`src/rtl/conv2d_stream_if.sv`:
```
// conv2d_stream_if: bundles the kernel-load and pixel-stream signals of
// conv2d_stream.
//   master : upstream side (line-buffer read logic / kernel loader)
//   slave  : the convolution engine
// Signals:
//   i_load_knl, i_knl_col  kernel column load strobe and data (row 0 in LSBs)
//   o_knl_done             one-cycle pulse after a full kernel is committed
//   i_valid, i_sol, i_col  image column stream (row 0 in LSBs)
//   o_valid, o_pixel,      result stream
//   o_sat
// Stream semantics: valid-only, no backpressure. A column is transferred on
// every rising clock edge where i_valid=1 and i_load_knl=0; i_sol and i_col
// are meaningful only then. o_pixel/o_sat are meaningful only while
// o_valid=1, and each cycle with o_valid=1 is exactly one result.
interface conv2d_stream_if #(
    parameter int KERNEL_SIZE = 3,
    parameter int NB_DATA     = 8,
    parameter int NB_COEFF    = 8,
    parameter int NB_OUTPUT   = 8
);
    logic                            i_load_knl;
    logic [KERNEL_SIZE*NB_COEFF-1:0] i_knl_col;
    logic                            o_knl_done;
    logic                            i_valid;
    logic                            i_sol;
    logic [KERNEL_SIZE*NB_DATA-1:0]  i_col;
    logic                            o_valid;
    logic [NB_OUTPUT-1:0]            o_pixel;
    logic                            o_sat;

    modport master (
        output i_load_knl, i_knl_col, i_valid, i_sol, i_col,
        input  o_knl_done, o_valid, o_pixel, o_sat
    );

    modport slave (
        input  i_load_knl, i_knl_col, i_valid, i_sol, i_col,
        output o_knl_done, o_valid, o_pixel, o_sat
    );
endinterface

```
`src/rtl/conv2d_stream.sv`:
```
// conv2d_stream: streaming KxK signed fixed-point 2-D convolution.
// One image column enters per accepted cycle; the window slides left and the
// result of the full window leaves 3 cycles after the accepting edge.
// Ports:
//   clk     system clock
//   i_nrst  asynchronous active-low reset
//   bus     conv2d_stream_if.slave (kernel load + column stream + results)
// Pipeline: window reg -> product regs -> sum reg -> rounded/saturated output.
module conv2d_stream #(
    parameter int NB_DATA     = 8,
    parameter int NBF_DATA    = 7,
    parameter int NB_COEFF    = 8,
    parameter int NBF_COEFF   = 7,
    parameter int NB_OUTPUT   = 8,
    parameter int NBF_OUTPUT  = 7,
    parameter int KERNEL_SIZE = 3,
    parameter int ROUND       = 1
) (
    input  logic           clk,
    input  logic           i_nrst,
    conv2d_stream_if.slave bus
);
    localparam int K       = KERNEL_SIZE;
    localparam int NB_P    = NB_DATA + NB_COEFF;
    localparam int NB_SUM  = NB_P + $clog2(K * K);
    localparam int S       = NBF_DATA + NBF_COEFF - NBF_OUTPUT;
    localparam int NB_FILL = $clog2(K + 1);
    localparam int NB_KCNT = $clog2(K);

    // Rounding offset and output limits, held one bit wider than the sum so
    // the rounding add can never wrap.
    localparam logic signed [NB_SUM:0] RND_K = (ROUND != 0 && S > 0)
        ? (NB_SUM+1)'(longint'(1) <<< (S > 0 ? S - 1 : 0)) : (NB_SUM+1)'(0);
    localparam logic signed [NB_SUM:0] OMAX =
        (NB_SUM+1)'((longint'(1) <<< (NB_OUTPUT - 1)) - 1);
    localparam logic signed [NB_SUM:0] OMIN = ~OMAX;

    typedef logic [K*NB_COEFF-1:0] kcol_t;
    typedef logic [K*NB_DATA-1:0]  dcol_t;

    kcol_t                    shadow_q [K];
    kcol_t                    active_q [K];
    logic [NB_KCNT-1:0]       knl_cnt_q;
    logic                     knl_done_q;
    dcol_t                    win_q [K];
    logic [NB_FILL-1:0]       fill_q, fill_d;
    logic                     v1_q, v2_q, v3_q, v4_q;
    logic signed [NB_P-1:0]   prod_q [K*K];
    logic signed [NB_P-1:0]   prod_d [K*K];
    logic signed [NB_SUM-1:0] sum_q, sum_d;
    logic signed [NB_SUM:0]   ext_s, rnd_s;
    logic [NB_OUTPUT-1:0]     pix_q, pix_d;
    logic                     sat_q, sat_d;
    logic                     load, accept, commit;

    // A kernel load always wins over an image column in the same cycle.
    assign load   = bus.i_load_knl;
    assign accept = bus.i_valid && !bus.i_load_knl;
    assign commit = load && (knl_cnt_q == NB_KCNT'(K - 1));

    // Fill count: number of columns of the current line in the window, capped at K.
    always_comb begin
        fill_d = fill_q;
        if (accept) begin
            if (bus.i_sol) begin
                fill_d = NB_FILL'(1);
            end else if (fill_q != NB_FILL'(K)) begin
                fill_d = fill_q + 1'b1;
            end
        end
    end

    // Kernel: columns collect in the shadow; the last column commits the whole
    // kernel (including the column arriving now) to the active copy.
    always_ff @(posedge clk or negedge i_nrst) begin
        if (!i_nrst) begin
            for (int c = 0; c < K; c++) begin
                shadow_q[c] <= '0;
                active_q[c] <= '0;
            end
            knl_cnt_q  <= '0;
            knl_done_q <= 1'b0;
        end else begin
            knl_done_q <= commit;
            if (load) begin
                shadow_q[knl_cnt_q] <= bus.i_knl_col;
                if (commit) begin
                    for (int c = 0; c < K - 1; c++) begin
                        active_q[c] <= shadow_q[c];
                    end
                    active_q[K-1] <= bus.i_knl_col;
                    knl_cnt_q     <= '0;
                end else begin
                    knl_cnt_q <= knl_cnt_q + 1'b1;
                end
            end
        end
    end

    // Stage 1: sliding window, newest column on the right (index K-1).
    always_ff @(posedge clk or negedge i_nrst) begin
        if (!i_nrst) begin
            for (int c = 0; c < K; c++) begin
                win_q[c] <= '0;
            end
            fill_q <= '0;
            v1_q   <= 1'b0;
        end else begin
            fill_q <= fill_d;
            v1_q   <= accept && (fill_d == NB_FILL'(K));
            if (accept) begin
                for (int c = 0; c < K - 1; c++) begin
                    win_q[c] <= win_q[c+1];
                end
                win_q[K-1] <= bus.i_col;
            end
        end
    end

    // Operands are sign-extended to the product width first so the multiply
    // is done at full precision regardless of context-width rules.
    always_comb begin
        for (int c = 0; c < K; c++) begin
            for (int r = 0; r < K; r++) begin
                prod_d[c*K+r] = NB_P'($signed(win_q[c][r*NB_DATA +: NB_DATA]))
                              * NB_P'($signed(active_q[c][r*NB_COEFF +: NB_COEFF]));
            end
        end
    end

    always_comb begin
        sum_d = '0;
        for (int i = 0; i < K * K; i++) begin
            sum_d = sum_d + NB_SUM'(prod_q[i]);
        end
    end

    // Output scaling: optional half-up rounding, arithmetic shift, saturation.
    always_comb begin
        ext_s = (NB_SUM+1)'(sum_q);
        rnd_s = (ext_s + RND_K) >>> S;
        pix_d = rnd_s[NB_OUTPUT-1:0];
        sat_d = 1'b0;
        if (rnd_s > OMAX) begin
            pix_d = {1'b0, {(NB_OUTPUT-1){1'b1}}};
            sat_d = 1'b1;
        end else if (rnd_s < OMIN) begin
            pix_d = {1'b1, {(NB_OUTPUT-1){1'b0}}};
            sat_d = 1'b1;
        end
    end

    // Stages 2..4: products, sum, output. Data registers load only with valid.
    always_ff @(posedge clk or negedge i_nrst) begin
        if (!i_nrst) begin
            for (int i = 0; i < K * K; i++) begin
                prod_q[i] <= '0;
            end
            sum_q <= '0;
            pix_q <= '0;
            sat_q <= 1'b0;
            v2_q  <= 1'b0;
            v3_q  <= 1'b0;
            v4_q  <= 1'b0;
        end else begin
            v2_q <= v1_q;
            v3_q <= v2_q;
            v4_q <= v3_q;
            if (v1_q) begin
                for (int i = 0; i < K * K; i++) begin
                    prod_q[i] <= prod_d[i];
                end
            end
            if (v2_q) begin
                sum_q <= sum_d;
            end
            if (v3_q) begin
                pix_q <= pix_d;
                sat_q <= sat_d;
            end
        end
    end

    assign bus.o_knl_done = knl_done_q;
    assign bus.o_valid    = v4_q;
    assign bus.o_pixel    = pix_q;
    assign bus.o_sat      = sat_q;
endmodule

```
`src/flat_wrapper.sv`:
```
// flat-port wrapper written by rule: the top's interface ports become plain ports
module conv2d_stream_flat 
#(
    parameter int NB_DATA     = 8,
    parameter int NBF_DATA    = 7,
    parameter int NB_COEFF    = 8,
    parameter int NBF_COEFF   = 7,
    parameter int NB_OUTPUT   = 8,
    parameter int NBF_OUTPUT  = 7,
    parameter int KERNEL_SIZE = 3,
    parameter int ROUND       = 1
)
  (clk, i_nrst, bus_i_load_knl, bus_i_knl_col, bus_i_valid, bus_i_sol, bus_i_col, bus_o_knl_done, bus_o_valid, bus_o_pixel, bus_o_sat);
  conv2d_stream_if #(.KERNEL_SIZE(KERNEL_SIZE), .NB_DATA(NB_DATA), .NB_COEFF(NB_COEFF), .NB_OUTPUT(NB_OUTPUT)) bus_i ();
  input  logic clk;
  input  logic i_nrst;
  input wire logic [$bits(bus_i.i_load_knl)-1:0] bus_i_load_knl;
  input wire logic [$bits(bus_i.i_knl_col)-1:0] bus_i_knl_col;
  input wire logic [$bits(bus_i.i_valid)-1:0] bus_i_valid;
  input wire logic [$bits(bus_i.i_sol)-1:0] bus_i_sol;
  input wire logic [$bits(bus_i.i_col)-1:0] bus_i_col;
  output wire logic [$bits(bus_i.o_knl_done)-1:0] bus_o_knl_done;
  output wire logic [$bits(bus_i.o_valid)-1:0] bus_o_valid;
  output wire logic [$bits(bus_i.o_pixel)-1:0] bus_o_pixel;
  output wire logic [$bits(bus_i.o_sat)-1:0] bus_o_sat;
  assign bus_i.i_load_knl = bus_i_load_knl;
  assign bus_i.i_knl_col = bus_i_knl_col;
  assign bus_i.i_valid = bus_i_valid;
  assign bus_i.i_sol = bus_i_sol;
  assign bus_i.i_col = bus_i_col;
  assign bus_o_knl_done = bus_i.o_knl_done;
  assign bus_o_valid = bus_i.o_valid;
  assign bus_o_pixel = bus_i.o_pixel;
  assign bus_o_sat = bus_i.o_sat;
  conv2d_stream #(.NB_DATA(NB_DATA), .NBF_DATA(NBF_DATA), .NB_COEFF(NB_COEFF), .NBF_COEFF(NBF_COEFF), .NB_OUTPUT(NB_OUTPUT), .NBF_OUTPUT(NBF_OUTPUT), .KERNEL_SIZE(KERNEL_SIZE), .ROUND(ROUND)) u_core (.clk(clk), .i_nrst(i_nrst), .bus(bus_i));
endmodule
```
`config.mk`:
```
export PLATFORM = sky130hd
export DESIGN_NAME = conv2d_stream_flat
export DESIGN_NICKNAME = d
export VERILOG_FILES = /design/src/rtl/conv2d_stream_if.sv /design/src/rtl/conv2d_stream.sv /design/src/flat_wrapper.sv
export SDC_FILE = /design/constraint.sdc
export NUM_CORES = 2
export LEC_CHECK = 0
export CAP_MARGIN = 20
export CORE_UTILIZATION = 24
export CTS_CLUSTER_SIZE = 28
export DETAILED_ROUTE_END_ITERATION = 8
export SYNTH_ARGS = -nofsm -noshare
export SYNTH_HDL_FRONTEND = slang
export SYNTH_SLANG_ARGS = --single-unit
```
`constraint.sdc`:
```
create_clock -name clk -period 7 [get_ports clk]
set_clock_uncertainty 0.15 [all_clocks]
set_input_delay 1.4 -clock clk [delete_from_list [all_inputs] [get_ports clk]]
set_output_delay 1.4 -clock clk [all_outputs]
set_load 0.02 [all_outputs]
```
### Word level (Yosys, flattened, before mapping)

Cells that the tools add are included.

| word-level totals | value |
|---|---|
| bits in registers | 398 |
| logic and storage cells | 73 |

| cells by class | value |
|---|---|
| multiplexer cells | 11 |
| equality and inequality tests | 3 |
| add/sub/neg operators | 11 |
| bitwise operators | 1 |
| reductions and logical operators | 6 |
| magnitude comparators | 4 |
| multiply operators | 9 |

Operator list:

| cell | number |
|---|---|
| $mul A8 B8 Y16 | 9 |
| $add A20 B16 Y20 | 6 |
| $bwmux W72 | 1 |
| $demux W24 S2 | 1 |
| $mux W24 | 1 |
| $add A20 B8 Y21 const B | 1 |
| $add A17 B16 Y18 | 1 |
| $add A16 B16 Y17 | 1 |
| $mux W8 | 2 |
| $gt A14 B8 Y1 const B | 1 |
| $lt A14 B8 Y1 const B | 1 |
| $mux W2 | 4 |
| $add A2 B1 Y2 const B | 2 |
| $eq A2 B2 Y1 const B | 2 |
| $logic_and A1 B1 Y1 | 4 |
| $ge A3 B3 Y1 const B | 1 |
| $lt A3 B1 Y1 const B | 1 |
| $not A2 Y3 | 1 |
| $mux W1 | 2 |
| $ne A2 B2 Y1 const B | 1 |
| $reduce_and A2 Y1 | 1 |
| $logic_not A1 Y1 | 1 |

### Longest topological paths before layout

| depth | value |
|---|---|
| depth in word-level cells | 8 |
| mapped depth | 20 |

### Least setup slack after synthesis

No wires, ideal clock.

| timing path | value |
|---|---|
| kind | reg2reg |
| from | reg u_core.prod_q[97] (netlist bit) |
| to | reg u_core.sum_q[19] |
| cell stages (with the launch flop) | 21 |
| data required time | 6.719 ns |
| setup time | 0.131 ns |
| arrival | 4.920 ns |
| clock period less this slack | 5.201 ns |
| setup slack | 1.799 ns |
| path through | dfrtp_1 > inv_1 > fa_1 > inv_1 > ha_1 > fa_1 > a21o_1 > a21boi_0 > o211ai_1 > nand3_1 > o22ai_1 > a211o_1 > fa_1 > inv_1 > ha_1 > a21o_1 > a21o_1 > a2111oi_0 > o211a_1 > nor3_1 > or3_1 |

| on the way | value |
|---|---|
| word-level cells in the longest chain between the ends | 7 |

RTL lines:

| item | RTL line | source |
|---|---|---|
| from (decl) | conv2d_stream.sv:48 | `logic signed [NB_P-1:0] prod_q [K*K];` |
| from (signal, indexed assignment) | conv2d_stream.sv:171 | `prod_q[i] <= prod_d[i];` |
| $add A17 B16 Y18 | conv2d_stream.sv:134 | `sum_d = sum_d + NB_SUM'(prod_q[i]);` |
| $add A20 B16 Y20 (6 in a row) | conv2d_stream.sv:134 |  |
| to (signal assigned) | conv2d_stream.sv:175 | `sum_q <= sum_d;` |
| to (decl) | conv2d_stream.sv:50 | `logic signed [NB_SUM-1:0] sum_q, sum_d;` |

Every way passes these cells.
A chain may end at the register's enable or synchronous reset.

### Worst setup path in the final report

Ends and elaborated chain as after synthesis.

==> results.toml <==
[global_routing]
grt_antenna_before_repair = 1
grt_start_max_net_pins = 148
grt_pass1_vias = 29720
track_usage_pct = 11.77
use_met3_pct = 1.776
grt-ovfl-total = 0
grt-busiest-layer = "met2"
use_met1_pct = 15.22
grt_use_met2_pct = 19.88
grt_pass1_wl_um = 159800

[timing]
finalMaxSlewViolations = 0
fmax_mhz = 173.8
rsz0062_at_grt = "false"
fin_crit_ps = 5754
setup_viol = 0
hold_viol = 0
worst_pin_slew_ps = 1043
period_share_pct = 82.19
fin_tns_setup_ps = 0
slew_headroom_pct = 30.49

[placement]
dp_hpwl_um = 77660
routabilityCongestion = 0.8685
place_inst = 6425
portBuffers = 63

[clock_tree]
cts_num_sinks = 368
htree_levels = 2
clk_pin_slew_ps = 60
cts_setup_buffers = 0
cts.hold.buffers_added = 0
cts.path.max_buffers = 3
cts_resized = 0
clock_latency_ps = 600
cts_tree = "done"
cts_inserted_buffers = 45
cts_root_buffer = "clkbuf_16"

[drt]
dr.pass1.iters = 5
drtIter0Drc = 1598
wirelength_um = 97700
post-route-drc-count = 0
ant_nets = 0
dr_total_vias = 28170
avgRoutedWirePerCell_um = 15.01
post_drt_via_cell_ratio = 4.328

[logic_synthesis]
ys.flop_type = "dfrtp_1"
async_flop_share_pct = 100.0
ys_ff_latch = 368
syn_area_per_cell_um2 = 9.407
syn_inst = 4285
syn-cell-area_um2 = 40310
synth.distinct_cells = 66
syn-num-nets = 5229
synth_edf_count = 0
synthTopCellsByArea = "fa_1, dfrtp_1, ha_1"
synth_top_area_share_pct = 29.50
yosysSeqAreaShare_pct = 22.85
synth_area_leader_cell = "fa_1"
yosysWarnings = 0

[floorplan]
die_h_um = 411.8
num_rows = 150
coreArea_um2 = 167000
die_x_um = 411.8
io_pins = 64
initial_utilization_pct = 24.13
dieArea_um2 = 169600

[critical_path]
ff2ff_path_depth = 20
cp_slowest_cell = "fa_1"
cp_max_fo = 7
startpoint_type = "register"
worstPathRequired_ps = 7310
slowest_delay_ps = 540
path_class = "register to register"
critPathCaptureType = "register"
cp.arrival_ps = 6070
path_cells = "inv_1, fa_1, inv_1, ha_1, fa_1, a21o_1, a21boi_0, o211ai_1, nand3_1, o22ai_1, a211o_1, fa_1, inv_1, ha_1, a21o_1, a21o_1, a2111oi_0, o211a_1, nor3_1, or3_1"

[outcome]
outcome = "complete, no violations"

[finish]
ff_latch_area_um2 = 9213
instances_no_fill = 6508
fin_util_pct = 26.86
fillers = 17800
multi_input_area_um2 = 27410
nets = 5213
mostFrequentLayoutCell = "inv_1"
final_cell_mix = "inv_1, nand2_1, fa_1"
area_growth_pct = 11.30
drive_gt1_share_pct = 4.418

[run]
max-cap-violations = 0

[hold_path]
min_delay_path_depth = 2
hold_class = "register to register"
-- worst max-delay path: cells and delay by family (launching register included) --
family	cells	cell delay (ps)
AO/OA/AOI/OAI	9	2300
buffers and inverters	3	140
AND/OR/NAND/NOR	3	570
flip-flops	1	320
adder cells (fa/ha/maj)	5	2110
-- layout make-up --
class,instances,share of cell area [%]
timing repair buffer,77,1.724
tap,2204,6.147
clock buffer,59,2.901
antenna,3,0.01673
sequential,368,20.54
inverter,850,7.115
multi-input combinational,2927,61.09
clock inverter,20,0.4713
-- cell usage after synthesis, drive strengths merged, types with 12 or more instances --
cell       n
a211oi    45
and3      18
o31ai     27
o21ai    126
a211o     12
a31oi     17
o2111ai   16
nand3b    24
o211ai    34
nor2b     24
nor4      13
fa       594
xnor2    115
nor3      33
inv      849
clkbuf   126
a21oi     71
mux2      71
and2     351
o21a      34
dfrtp    368
nand2    647
ha       297
o21bai    15
nand3     29
nor2     100
nand2b    47
a21o      29
or3       32
buf       14
-- kinds of logic after synthesis --
family,count (synthesis),share of synthesized area (%)
adders and majority gates,891,38.72
AOI/OAI and AO/OA,485,8.033
xor gates and xnor gates,122,2.651
and+or+nand+nor,1348,16.28
DFF,368,22.85
muxes,81,2.241
buffers and inverters,990,9.228
-- sequential cells by signal, summed over array words and instances, names as in the netlist --
| name | cells |
|---|---|
| u_core.prod_q | 144 |
| u_core.active_q | 72 |
| u_core.win_q | 72 |
| u_core.shadow_q | 48 |
| u_core.sum_q | 14 |
| u_core.bus.o_pixel | 8 |
| u_core.fill_q | 2 |
| u_core.knl_cnt_q | 2 |
| u_core.bus.o_knl_done | 1 |
| u_core.bus.o_sat | 1 |
| u_core.bus.o_valid | 1 |
| u_core.v1_q | 1 |
| u_core.v2_q | 1 |
| u_core.v3_q | 1 |
-- per-layer routing --
layer	part of all wire [%]	vias up
li1	-	13260
met5	0	-
met1	44	14340
met3	4.1	119
met2	48	455
met4	3.6	0
-- path summary, 6_finish.rpt --
kind,slack (ps),endpoint,startpoint
worst min-delay path,300,u_core.active_q[38]$_DFFE_PN0P_,u_core.shadow_q[38]$_DFFE_PN0P_
max in group asynchronous,4510,u_core.win_q[10]$_DFFE_PN0P_,i_nrst
min in group asynchronous,650,u_core.prod_q[110]$_DFFE_PN0P_,i_nrst
worst min register to register,300,u_core.active_q[38]$_DFFE_PN0P_,u_core.shadow_q[38]$_DFFE_PN0P_
worst max-delay path,1250,u_core.sum_q[19]$_DFFE_PN0P_,u_core.prod_q[97]$_DFFE_PN0P_
worst max register to register,1250,u_core.sum_q[19]$_DFFE_PN0P_,u_core.prod_q[97]$_DFFE_PN0P_
-- stage by stage --
stage | hold slack [ps] | area, um2 | worst slack, ps
CTS | 313.1 | 44830 | 1228
global placement | 291.6 | 43310 | 1350
detailed placement | 299.3 | 43310 | 1244
global route | 333.5 | 44860 | 955.8
finish | 302.4 | 44860 | 1246
floorplan | 260.2 | 40310 | 1799
Power is left out: the tool's default activity adds up to more than one toggle a clock period on the data nets, which glitch-free logic cannot reach.
